`config.mk`:
```
export PLATFORM = sky130hd
export DESIGN_NAME = cordic_output_stage_flat
export DESIGN_NICKNAME = d
export VERILOG_FILES = /design/src/rtl/cordic_output_stage_if.sv /design/src/rtl/cordic_output_stage.sv /design/src/flat_wrapper.sv
export SDC_FILE = /design/constraint.sdc
export NUM_CORES = 2
export LEC_CHECK = 0
export CORE_AREA = 2 2 335 270
export DETAILED_ROUTE_END_ITERATION = 16
export DIE_AREA = 0 0 337 272
export PLACE_DENSITY = 0.84
export SYNTH_ARGS = -nofsm -noshare
export SYNTH_HDL_FRONTEND = slang
export SYNTH_SLANG_ARGS = --single-unit
```
`constraint.sdc`:
```
create_clock -name clk -period 8.1 [get_ports clk]
set_input_delay 1.62 -clock clk [delete_from_list [all_inputs] [get_ports clk]]
set_output_delay 1.62 -clock clk [all_outputs]
set_load 0.01 [all_outputs]
```
`src/rtl/cordic_output_stage_if.sv`:
```
// cordic_output_stage_if: sample input, FIFO head output and status of the CORDIC output stage
interface cordic_output_stage_if;
  logic [31:0] x_in;
  logic [31:0] y_in;
  logic [31:0] z_in;
  logic [1:0]  quad_in;
  logic        in_valid;
  logic [31:0] x_out;
  logic [31:0] y_out;
  logic [31:0] z_out;
  logic        out_valid;
  logic        out_ready;
  logic [2:0]  level;
  logic        overflow;
  modport master (
    output x_in, y_in, z_in, quad_in, in_valid, out_ready,
    input  x_out, y_out, z_out, out_valid, level, overflow
  );
  modport slave (
    input  x_in, y_in, z_in, quad_in, in_valid, out_ready,
    output x_out, y_out, z_out, out_valid, level, overflow
  );
endinterface

```
`src/rtl/cordic_output_stage.sv`:
```
// cordic_output_stage: CORDIC gain removal, quadrant un-rotation and 4-entry FWFT output FIFO
module cordic_output_stage #(
  parameter logic [15:0] GAIN_Q16      = 16'h9B75,
  parameter logic [31:0] ANGLE_HALF_PI = 32'h4000_0000,
  parameter int          FIFO_DEPTH    = 4
) (
  input logic                  clk,
  input logic                  rst_n,
  cordic_output_stage_if.slave bus
);
  logic signed [47:0] px_q, px_d, py_q, py_d;
  logic [31:0] z1_q, z1_d;
  logic [1:0]  quad1_q, quad1_d;
  logic        v1_q, v1_d;
  logic [95:0] w2_q, w2_d;
  logic        v2_q, v2_d;
  logic [95:0] mem_q [4];
  logic [95:0] mem_d [4];
  logic [1:0]  wp_q, wp_d, rp_q, rp_d;
  logic [2:0]  level_q, level_d;
  logic        ovf_q, ovf_d;
  logic [31:0] gx, gy;
  logic        full, pop, wr;
  // S1: signed sample times unsigned gain, both operands widened to 48 bits
  always_comb begin
    px_d    = $signed({{16{bus.x_in[31]}}, bus.x_in}) * $signed({32'd0, GAIN_Q16});
    py_d    = $signed({{16{bus.y_in[31]}}, bus.y_in}) * $signed({32'd0, GAIN_Q16});
    z1_d    = bus.z_in;
    quad1_d = bus.quad_in;
    v1_d    = bus.in_valid;
  end
  // S2: round to nearest Q16 then rotate back by the tagged quadrant
  always_comb begin
    gx   = 32'((px_q + 48'sd32768) >>> 16);
    gy   = 32'((py_q + 48'sd32768) >>> 16);
    w2_d = quad1_q == 2'b00 ? {gx, gy, z1_q} :
           quad1_q == 2'b01 ? {-gy, gx, z1_q + ANGLE_HALF_PI} :
           quad1_q == 2'b10 ? {-gx, -gy, z1_q + (ANGLE_HALF_PI << 1)} :
                              {gy, -gx, z1_q - ANGLE_HALF_PI};
    v2_d = v1_q;
  end
  // FIFO: a push into a full FIFO is accepted only when the head is popped on the same edge
  always_comb begin
    full    = level_q == 3'(FIFO_DEPTH);
    pop     = level_q != 3'd0 && bus.out_ready;
    wr      = v2_q && (!full || pop);
    for (int i = 0; i < 4; i++) mem_d[i] = (wr && wp_q == 2'(i)) ? w2_q : mem_q[i];
    wp_d    = wp_q + 2'(wr);
    rp_d    = rp_q + 2'(pop);
    level_d = level_q + 3'(wr) - 3'(pop);
    ovf_d   = ovf_q | (v2_q & full & ~pop);
  end
  // All state, cleared asynchronously so the head reads zero after reset
  always_ff @(posedge clk or negedge rst_n) begin
    if (!rst_n) begin
      px_q    <= '0;
      py_q    <= '0;
      z1_q    <= '0;
      quad1_q <= '0;
      v1_q    <= 1'b0;
      w2_q    <= '0;
      v2_q    <= 1'b0;
      for (int i = 0; i < 4; i++) mem_q[i] <= '0;
      wp_q    <= '0;
      rp_q    <= '0;
      level_q <= '0;
      ovf_q   <= 1'b0;
    end else begin
      px_q    <= px_d;
      py_q    <= py_d;
      z1_q    <= z1_d;
      quad1_q <= quad1_d;
      v1_q    <= v1_d;
      w2_q    <= w2_d;
      v2_q    <= v2_d;
      for (int i = 0; i < 4; i++) mem_q[i] <= mem_d[i];
      wp_q    <= wp_d;
      rp_q    <= rp_d;
      level_q <= level_d;
      ovf_q   <= ovf_d;
    end
  end
  assign {bus.x_out, bus.y_out, bus.z_out} = mem_q[rp_q];
  assign bus.out_valid = level_q != 3'd0;
  assign bus.level     = level_q;
  assign bus.overflow  = ovf_q;
endmodule

```
`src/flat_wrapper.sv`:
```
// flat-port wrapper written by rule: the top's interface ports become plain ports
module cordic_output_stage_flat 
#(
  parameter logic [15:0] GAIN_Q16      = 16'h9B75,
  parameter logic [31:0] ANGLE_HALF_PI = 32'h4000_0000,
  parameter int          FIFO_DEPTH    = 4
)
  (clk, rst_n, bus_x_in, bus_y_in, bus_z_in, bus_quad_in, bus_in_valid, bus_out_ready, bus_x_out, bus_y_out, bus_z_out, bus_out_valid, bus_level, bus_overflow);
  cordic_output_stage_if bus_i ();
  input logic clk;
  input logic rst_n;
  input wire logic [$bits(bus_i.x_in)-1:0] bus_x_in;
  input wire logic [$bits(bus_i.y_in)-1:0] bus_y_in;
  input wire logic [$bits(bus_i.z_in)-1:0] bus_z_in;
  input wire logic [$bits(bus_i.quad_in)-1:0] bus_quad_in;
  input wire logic [$bits(bus_i.in_valid)-1:0] bus_in_valid;
  input wire logic [$bits(bus_i.out_ready)-1:0] bus_out_ready;
  output wire logic [$bits(bus_i.x_out)-1:0] bus_x_out;
  output wire logic [$bits(bus_i.y_out)-1:0] bus_y_out;
  output wire logic [$bits(bus_i.z_out)-1:0] bus_z_out;
  output wire logic [$bits(bus_i.out_valid)-1:0] bus_out_valid;
  output wire logic [$bits(bus_i.level)-1:0] bus_level;
  output wire logic [$bits(bus_i.overflow)-1:0] bus_overflow;
  assign bus_i.x_in = bus_x_in;
  assign bus_i.y_in = bus_y_in;
  assign bus_i.z_in = bus_z_in;
  assign bus_i.quad_in = bus_quad_in;
  assign bus_i.in_valid = bus_in_valid;
  assign bus_i.out_ready = bus_out_ready;
  assign bus_x_out = bus_i.x_out;
  assign bus_y_out = bus_i.y_out;
  assign bus_z_out = bus_i.z_out;
  assign bus_out_valid = bus_i.out_valid;
  assign bus_level = bus_i.level;
  assign bus_overflow = bus_i.overflow;
  cordic_output_stage #(.GAIN_Q16(GAIN_Q16), .ANGLE_HALF_PI(ANGLE_HALF_PI), .FIFO_DEPTH(FIFO_DEPTH)) u_core (.clk(clk), .rst_n(rst_n), .bus(bus_i));
endmodule
```
# After elaboration in Yosys (flattened, before gate mapping)
# Index checks and enable logic that the tools add are counted.
# totals
register_bits	620
# classes
n_addsub	11
n_mul	2
order_cmp	1
n_eq_ne	6
muxes	6
bitwise_logic	5
n_reduce_logical	11
# op_table
cell	n
$mux 96	5
$bmux 96 s2	1
$add 48x17->48 const B	2
$mul 32x17->48 const B	2
$neg 32->32	2
$add 32x31->32 const B	1
$add 32x32->32 const B	1
$sub 32x31->32 const B	1
$eq 2x2->1 const B	3
$logic_and 1x1->1	6
$add 2x1->2	2
$eq 2x1->1 const B	2
$logic_not 2->1	2
$add 3x1->3	1
$eq 3x3->1 const B	1
$ge 3x3->1 const B	1
$not 2->3	1
$reduce_bool 3->1	1
$sub 3x1->3	1
$and 1x1->1	2
$logic_not 1->1	1
$logic_or 1x1->1	1
$not 1->1	1
$or 1x1->1	1

# Depth between registers and ports, before layout
# depth
ltp_word	6
mapped_depth	23
ltp_nobuf	23

# Least setup slack after synthesis
# No wires, ideal clock.
# synth_path
path_type	in2reg
start	in bus_y_in[8]
end	reg u_core.py_q[42]
setup_ps	125
t_arrival_ps	7026
required_ps	7975
slack_ps	949
stages	22
cell_sequence	ha_1 > xor2_1 > ha_1 > inv_1 > fa_1 > inv_1 > fa_1 > fa_1 > inv_1 > fa_1 > inv_1 > ha_1 > nand2_1 > or3_1 > o31a_1 > o221ai_1 > a21oi_1 > o21ai_1 > nand4_1 > a21o_1 > and4b_1 > a2111oi_0
# synth_via
elab_chain_cells	1
# synth_rtl
item	line_no	source
start, declared	flat_wrapper.sv:13	input wire logic [$bits(bus_i.y_in)-1:0] bus_y_in;
$mul 32x17->48	cordic_output_stage.sv:27	py_d = $signed({{16{bus.y_in[31]}}, bus.y_in}) * $signed({32'd0, GAIN_Q16});
via u_core.py_d[42]	cordic_output_stage.sv:11	logic signed [47:0] px_q, px_d, py_q, py_d;
end signal, assigned	cordic_output_stage.sv:70	py_q <= py_d;
end, declared	cordic_output_stage.sv:11	
# The timed path passes the listed nets, and every way through them passes these cells.
# A chain may end at the register's enable or synchronous reset.

# Final worst setup path
# layout_path
start	in bus_x_in[6]
end	reg u_core.px_q[47]
# layout_via
elab_chain_cells	1
# layout_rtl
item	line_no	source
start, declared	flat_wrapper.sv:12	input wire logic [$bits(bus_i.x_in)-1:0] bus_x_in;
$mul 32x17->48	cordic_output_stage.sv:26	px_d = $signed({{16{bus.x_in[31]}}, bus.x_in}) * $signed({32'd0, GAIN_Q16});
via u_core.px_d[47]	cordic_output_stage.sv:11	
end signal, assigned	cordic_output_stage.sv:69	px_q <= px_d;
end, declared	cordic_output_stage.sv:11	
# The timed path passes the listed nets, and every way through them passes these cells.

==> report_table.html <==
<table>
<tr><th>Metric</th><th>Value</th></tr>
<tr><th colspan="2">Status</th></tr>
<tr><td>Outcome</td><td>finished clean</td></tr>
<tr><th colspan="2">Clock network</th></tr>
<tr><td>CTS tree</td><td>yes</td></tr>
<tr><td>Clock-pin transition on the worst setup and hold timing paths</td><td>0.06 ns</td></tr>
<tr><td>Post-CTS setup repair buffer count</td><td>0</td></tr>
<tr><td>Post-cts resize count</td><td>0</td></tr>
<tr><td>Clk Latency, worst-skew pair</td><td>0.62 ns</td></tr>
<tr><td>Deepest clock path buffer count</td><td>3</td></tr>
<tr><td>Clock buffer count from CTS</td><td>66</td></tr>
<tr><td>Depth of the CTS H-tree</td><td>3</td></tr>
<tr><td>Number of sinks handled by clock tree synthesis</td><td>590</td></tr>
<tr><td>Number of buffers inserted by hold repair at cts</td><td>0</td></tr>
<tr><td>Clk root buf</td><td>clkbuf_16</td></tr>
<tr><th colspan="2">STA</th></tr>
<tr><td>Period Utilization, post-route</td><td>a little over nine tenths</td></tr>
<tr><td>Post-Route Skew</td><td>roughly 0.043 ns</td></tr>
<tr><td>Final Hold Vio Count</td><td>0</td></tr>
<tr><td>Final Max Tran Viols</td><td>0</td></tr>
<tr><td>RSZ-0062 raised after global routing</td><td>no</td></tr>
<tr><td>Number of failing setup endpoints in the final timing report</td><td>0</td></tr>
<tr><td>Final critical path time including I/O delays and setup</td><td>7.69 ns</td></tr>
<tr><td>Max_slew headroom</td><td>~30%</td></tr>
<tr><td>Worst Max-Slew Pin Slew</td><td>1.05 ns</td></tr>
<tr><td>Fmax achieved</td><td>around 130 MHz</td></tr>
<tr><th colspan="2">Yosys</th></tr>
<tr><td>Number of synthesis warnings</td><td>0</td></tr>
<tr><td>FF+latch count, synth</td><td>590</td></tr>
<tr><td>Top area cells in the synthesized netlist</td><td>dfrtp_1 (31%), fa_1 (18%), ha_1 (13%), mux2_2 (9.1%), mux4_2 (6.3%)</td></tr>
<tr><td>Cells after synthesis</td><td>between 4000 and 5000</td></tr>
<tr><td>Mapped cell area</td><td>48200 um^2</td></tr>
<tr><td>Number of nets in the synthesized netlist</td><td>5154</td></tr>
<tr><td>Library cells used by synthesis</td><td>95</td></tr>
<tr><td>Count of flip-flops with a built-in enable after synthesis</td><td>0</td></tr>
<tr><td>Average size of a mapped cell</td><td>11.7 um^2</td></tr>
<tr><td>Proportion of netlist area held by the largest area contributor</td><td>30.6%</td></tr>
<tr><td>Proportion of synthesized flip-flops having asynchronous set or reset</td><td>between 90% and 100%</td></tr>
<tr><td>Register area share after synthesis</td><td>30.6%</td></tr>
<tr><td>Largest area contributor in the synthesized netlist</td><td>dfrtp_1</td></tr>
<tr><td>Flip-flop cell with the highest count after synthesis</td><td>dfrtp_1</td></tr>
<tr><th colspan="2">Hold path</th></tr>
<tr><td>Worst hold stages</td><td>0</td></tr>
<tr><td>Worst min path class</td><td>register to register</td></tr>
<tr><td>Hold_sp</td><td>u_core.z1_q[7]</td></tr>
<tr><td>Worst min-delay path endpoint</td><td>u_core.w2_q[7]</td></tr>
<tr><th colspan="2">Setup path</th></tr>
<tr><td>Most Frequent Cell on Critical Path</td><td>fa_1</td></tr>
<tr><td>Critical path, cell by cell</td><td>clkdlybuf4s50_1 -&gt; ha_1 -&gt; xor2_1 -&gt; ha_1 -&gt; a21oi_1 -&gt; fa_1 -&gt; fa_1 -&gt; inv_1 -&gt; fa_1 -&gt; fa_1 -&gt; ha_1 -&gt; and3_1 -&gt; o211ai_1 -&gt; a211oi_1 -&gt; buf_4 -&gt; o211ai_1 -&gt; a21oi_1 -&gt; a211oi_1 -&gt; o21ai_0 -&gt; a211oi_1 -&gt; nor2_1 -&gt; o311ai_0</td></tr>
<tr><td>Reg2reg path depth</td><td>11</td></tr>
<tr><td>Capture instance of the worst register-to-register path</td><td>u_core.w2_q[88]</td></tr>
<tr><td>Largest incremental delay on the critical path</td><td>0.65 ns</td></tr>
<tr><td>Slowest cell on the critical path</td><td>clkdlybuf4s50_1</td></tr>
<tr><td>Worst path required time</td><td>8.55 ns</td></tr>
<tr><td>Critical-path maximum fanout</td><td>6</td></tr>
<tr><td>Worst-case register-to-register setup slack</td><td>3.21 ns</td></tr>
<tr><td>Buffer and inverter count on the worst path</td><td>3</td></tr>
<tr><td>Source of the worst register-to-register timing path</td><td>u_core.py_q[16]</td></tr>
<tr><td>Cell family contributing the most delay on the critical path</td><td>adder cells</td></tr>
<tr><td>Category of the worst setup path launch point</td><td>primary input</td></tr>
<tr><td>Data arrival time of the critical path</td><td>8.15 ns</td></tr>
<tr><td>Critical setup path kind</td><td>primary input to register</td></tr>
<tr><td>Kind of end point of the critical path</td><td>register</td></tr>
<tr><th colspan="2">GRT</th></tr>
<tr><td>Initial antenna violation count</td><td>1</td></tr>
<tr><td>Maximum number of pins on one net before global-route repair</td><td>154</td></tr>
<tr><td>Number of global-route vias before repair</td><td>34500</td></tr>
<tr><td>First-pass GRT wire length</td><td>189 mm</td></tr>
<tr><td>Grt ovf</td><td>0</td></tr>
<tr><td>Total global-route track usage</td><td>26.1%</td></tr>
<tr><th colspan="2">Finish</th></tr>
<tr><td>Share of post-route cells with drive strength above 1</td><td>18.6%</td></tr>
<tr><td>Post-layout utilization of the core</td><td>61.7%</td></tr>
<tr><td>Signed area change from the synthesized netlist to the final layout</td><td>13.4%</td></tr>
<tr><td>Number of antenna diodes</td><td>0</td></tr>
<tr><td>Number of nets at the end of the flow</td><td>about 5500</td></tr>
<tr><th colspan="2">Detailed routing</th></tr>
<tr><td>Post-route ant nets</td><td>0</td></tr>
<tr><td>Per-cell via count in the routed design</td><td>approximately 5.7</td></tr>
<tr><td>Routed via count</td><td>32400</td></tr>
<tr><td>Final wirelength</td><td>between 100 and 150 mm</td></tr>
<tr><td>DRC errors left</td><td>0</td></tr>
<tr><td>First-pass iteration count of the detailed router</td><td>6</td></tr>
<tr><td>Post-DR wirelength/cell</td><td>~21 um</td></tr>
<tr><td>DRC marker count from the first detailed-route iteration</td><td>2562</td></tr>
<tr><th colspan="2">Place</th></tr>
<tr><td>Global placement routability congestion</td><td>0.968</td></tr>
<tr><td>Port Buffer Count</td><td>202</td></tr>
<tr><td>Final HPWL from detailed placement</td><td>91.0 mm</td></tr>
<tr><th colspan="2">Flow run</th></tr>
<tr><td>Max-Cap Viols</td><td>0</td></tr>
<tr><th colspan="2">Floorplan</th></tr>
<tr><td>Initial core utilization</td><td>54.4%</td></tr>
<tr><td>Die Footprint</td><td>91700 um^2</td></tr>
<tr><td>Number of I/O pins</td><td>203</td></tr>
<tr><td>Placement Rows</td><td>98</td></tr>
<tr><td>Die outline height</td><td>272 um</td></tr>
<tr><td>Die outline width</td><td>337 um</td></tr>
<tr><td>Placeable core area</td><td>a little under 90000 um^2</td></tr>
</table>
synthesized netlist by cell type (5+ instances only):
cell type    n
a21boi_0     6
mux4_2     134
o211ai_1     7
nor3_2       5
buf_4        6
mux2_2     390
o21ai_0     57
a311oi_1     8
buf_2       14
fa_1       426
nand4_1     29
or2_2        5
a211oi_1    23
inv_1      708
ha_1       508
a31oi_1     23
o21a_1      14
nor3_1      44
nor2b_1     33
nand3_1     52
xor2_1     112
buf_1       34
and4_1      14
mux2i_1     12
a21oi_1    175
a22oi_1     13
o21bai_1    14
nand2_1    102
dfrtp_1    590
a21o_1      38
nor4_1      18
nor2_1     136
o31a_1       6
nand2b_1    12
or3_1        5
xnor2_1    136
and2_1      17
and3_1      30
o221ai_1     6
clkbuf_1    65
through the flow:
step / hold slack [ns] / cell area [um^2] / TNS (ns) / setup slack [ns] / std cells
after floorplan: 0.331 / 48200 / 0 / 0.949 / 4118
after global placement: 0.333 / 52400 / 0 / 0.176 / 5547
after CTS: 0.348 / 54700 / 0 / 0.560 / 5665
after global routing: 0.352 / 54700 / 0 / 0.0792 / 5665
after detailed placement: 0.336 / 52400 / -0.00264 / -0.00264 / 5547
final: 0.346 / 54700 / 0 / 0.406 / 5665
registers in the layout, indices dropped and copies added, names as in the netlist:
signal,count
u_core.py_q,33
u_core.bus.level,3
u_core.px_q,33
u_core.v2_q,1
u_core.v1_q,1
u_core.mem_q,384
u_core.w2_q,96
u_core.bus.overflow,1
u_core.rp_q,2
u_core.z1_q,32
u_core.wp_q,2
u_core.quad1_q,2
worst max path at each step:
stage | slack, ns | start | cells after the start | end
final | 0.41 | bus_x_in[6] | 22 | u_core.px_q[47]
after global routing | 0.08 | bus_x_in[4] | 22 | u_core.px_q[47]
after CTS | 0.56 | bus_x_in[7] | 22 | u_core.px_q[47]
after detailed placement | -0.003 | bus_y_in[10] | 24 | u_core.py_q[41]
after global placement | 0.18 | bus_y_in[10] | 24 | u_core.py_q[41]
after floorplan | 0.95 | bus_y_in[8] | 22 | u_core.py_q[42]
area by class of cell:
cell class	instances	area, um^2
Clock inverter	33	463
Clock buffer	85	1810
Sequential cell	590	14800
Inverter	710	2670
Multi-Input combinational cell	2695	30300
Fill cell	6600	34000
Tap cell	1200	1500
Timing Repair Buffer	352	3190
cells by family (layout without fill, tap and decap cells):
family | count (synthesis) | after routing | share of synthesized area (%)
AND/OR/NAND/NOR | 532 | 532 | 5.79
adder cells (fa/ha/maj) | 934 | 934 | 30.9
AO/OA/AOI/OAI | 445 | 445 | 5.94
flip-flops | 590 | 590 | 30.6
buffers and inverters | 833 | 1180 | 6.64
multiplexers | 536 | 536 | 15.6
XOR/XNOR | 248 | 248 | 4.51
worst reg2reg max path, cell delays in order (launching register included):
cell      delay [ns]
dfrtp_1         0.44
ha_1            0.32
and3_1          0.41
nand2_1         0.21
o31ai_1         0.78
o21a_1          0.39
and4_1          0.44
o21ai_0         0.38
nor2_1          0.38
nor2_1          0.07
mux4_2          0.48
a311oi_2        0.44
per-layer routing:
layer,routed length [um],GRT usage (%)
met2,55700,42.7
met5,0,0
met4,2920,6.65
met3,7260,3.97
met1,51100,36.8
cells in the final DEF (no fill, tap or decap), drive strengths merged, types with 30 or more instances in the layout:
cell type,synthesis,routed
inv,709,716
dfrtp,590,590
ha,508,508
fa,426,426
mux2,390,390
clkdlybuf4s50,0,201
a21oi,177,177
buf,57,151
nor2,137,137
xnor2,136,136
mux4,134,134
xor2,112,112
nand2,103,103
clkbuf,66,85
o21ai,59,59
nand3,55,55
nor3,49,49
a21o,39,39
nor2b,33,33
and3,31,31
nand4,30,30
Power is left out: the tool's default activity adds up to more than one toggle a clock period on the data nets, which glitch-free logic cannot reach.
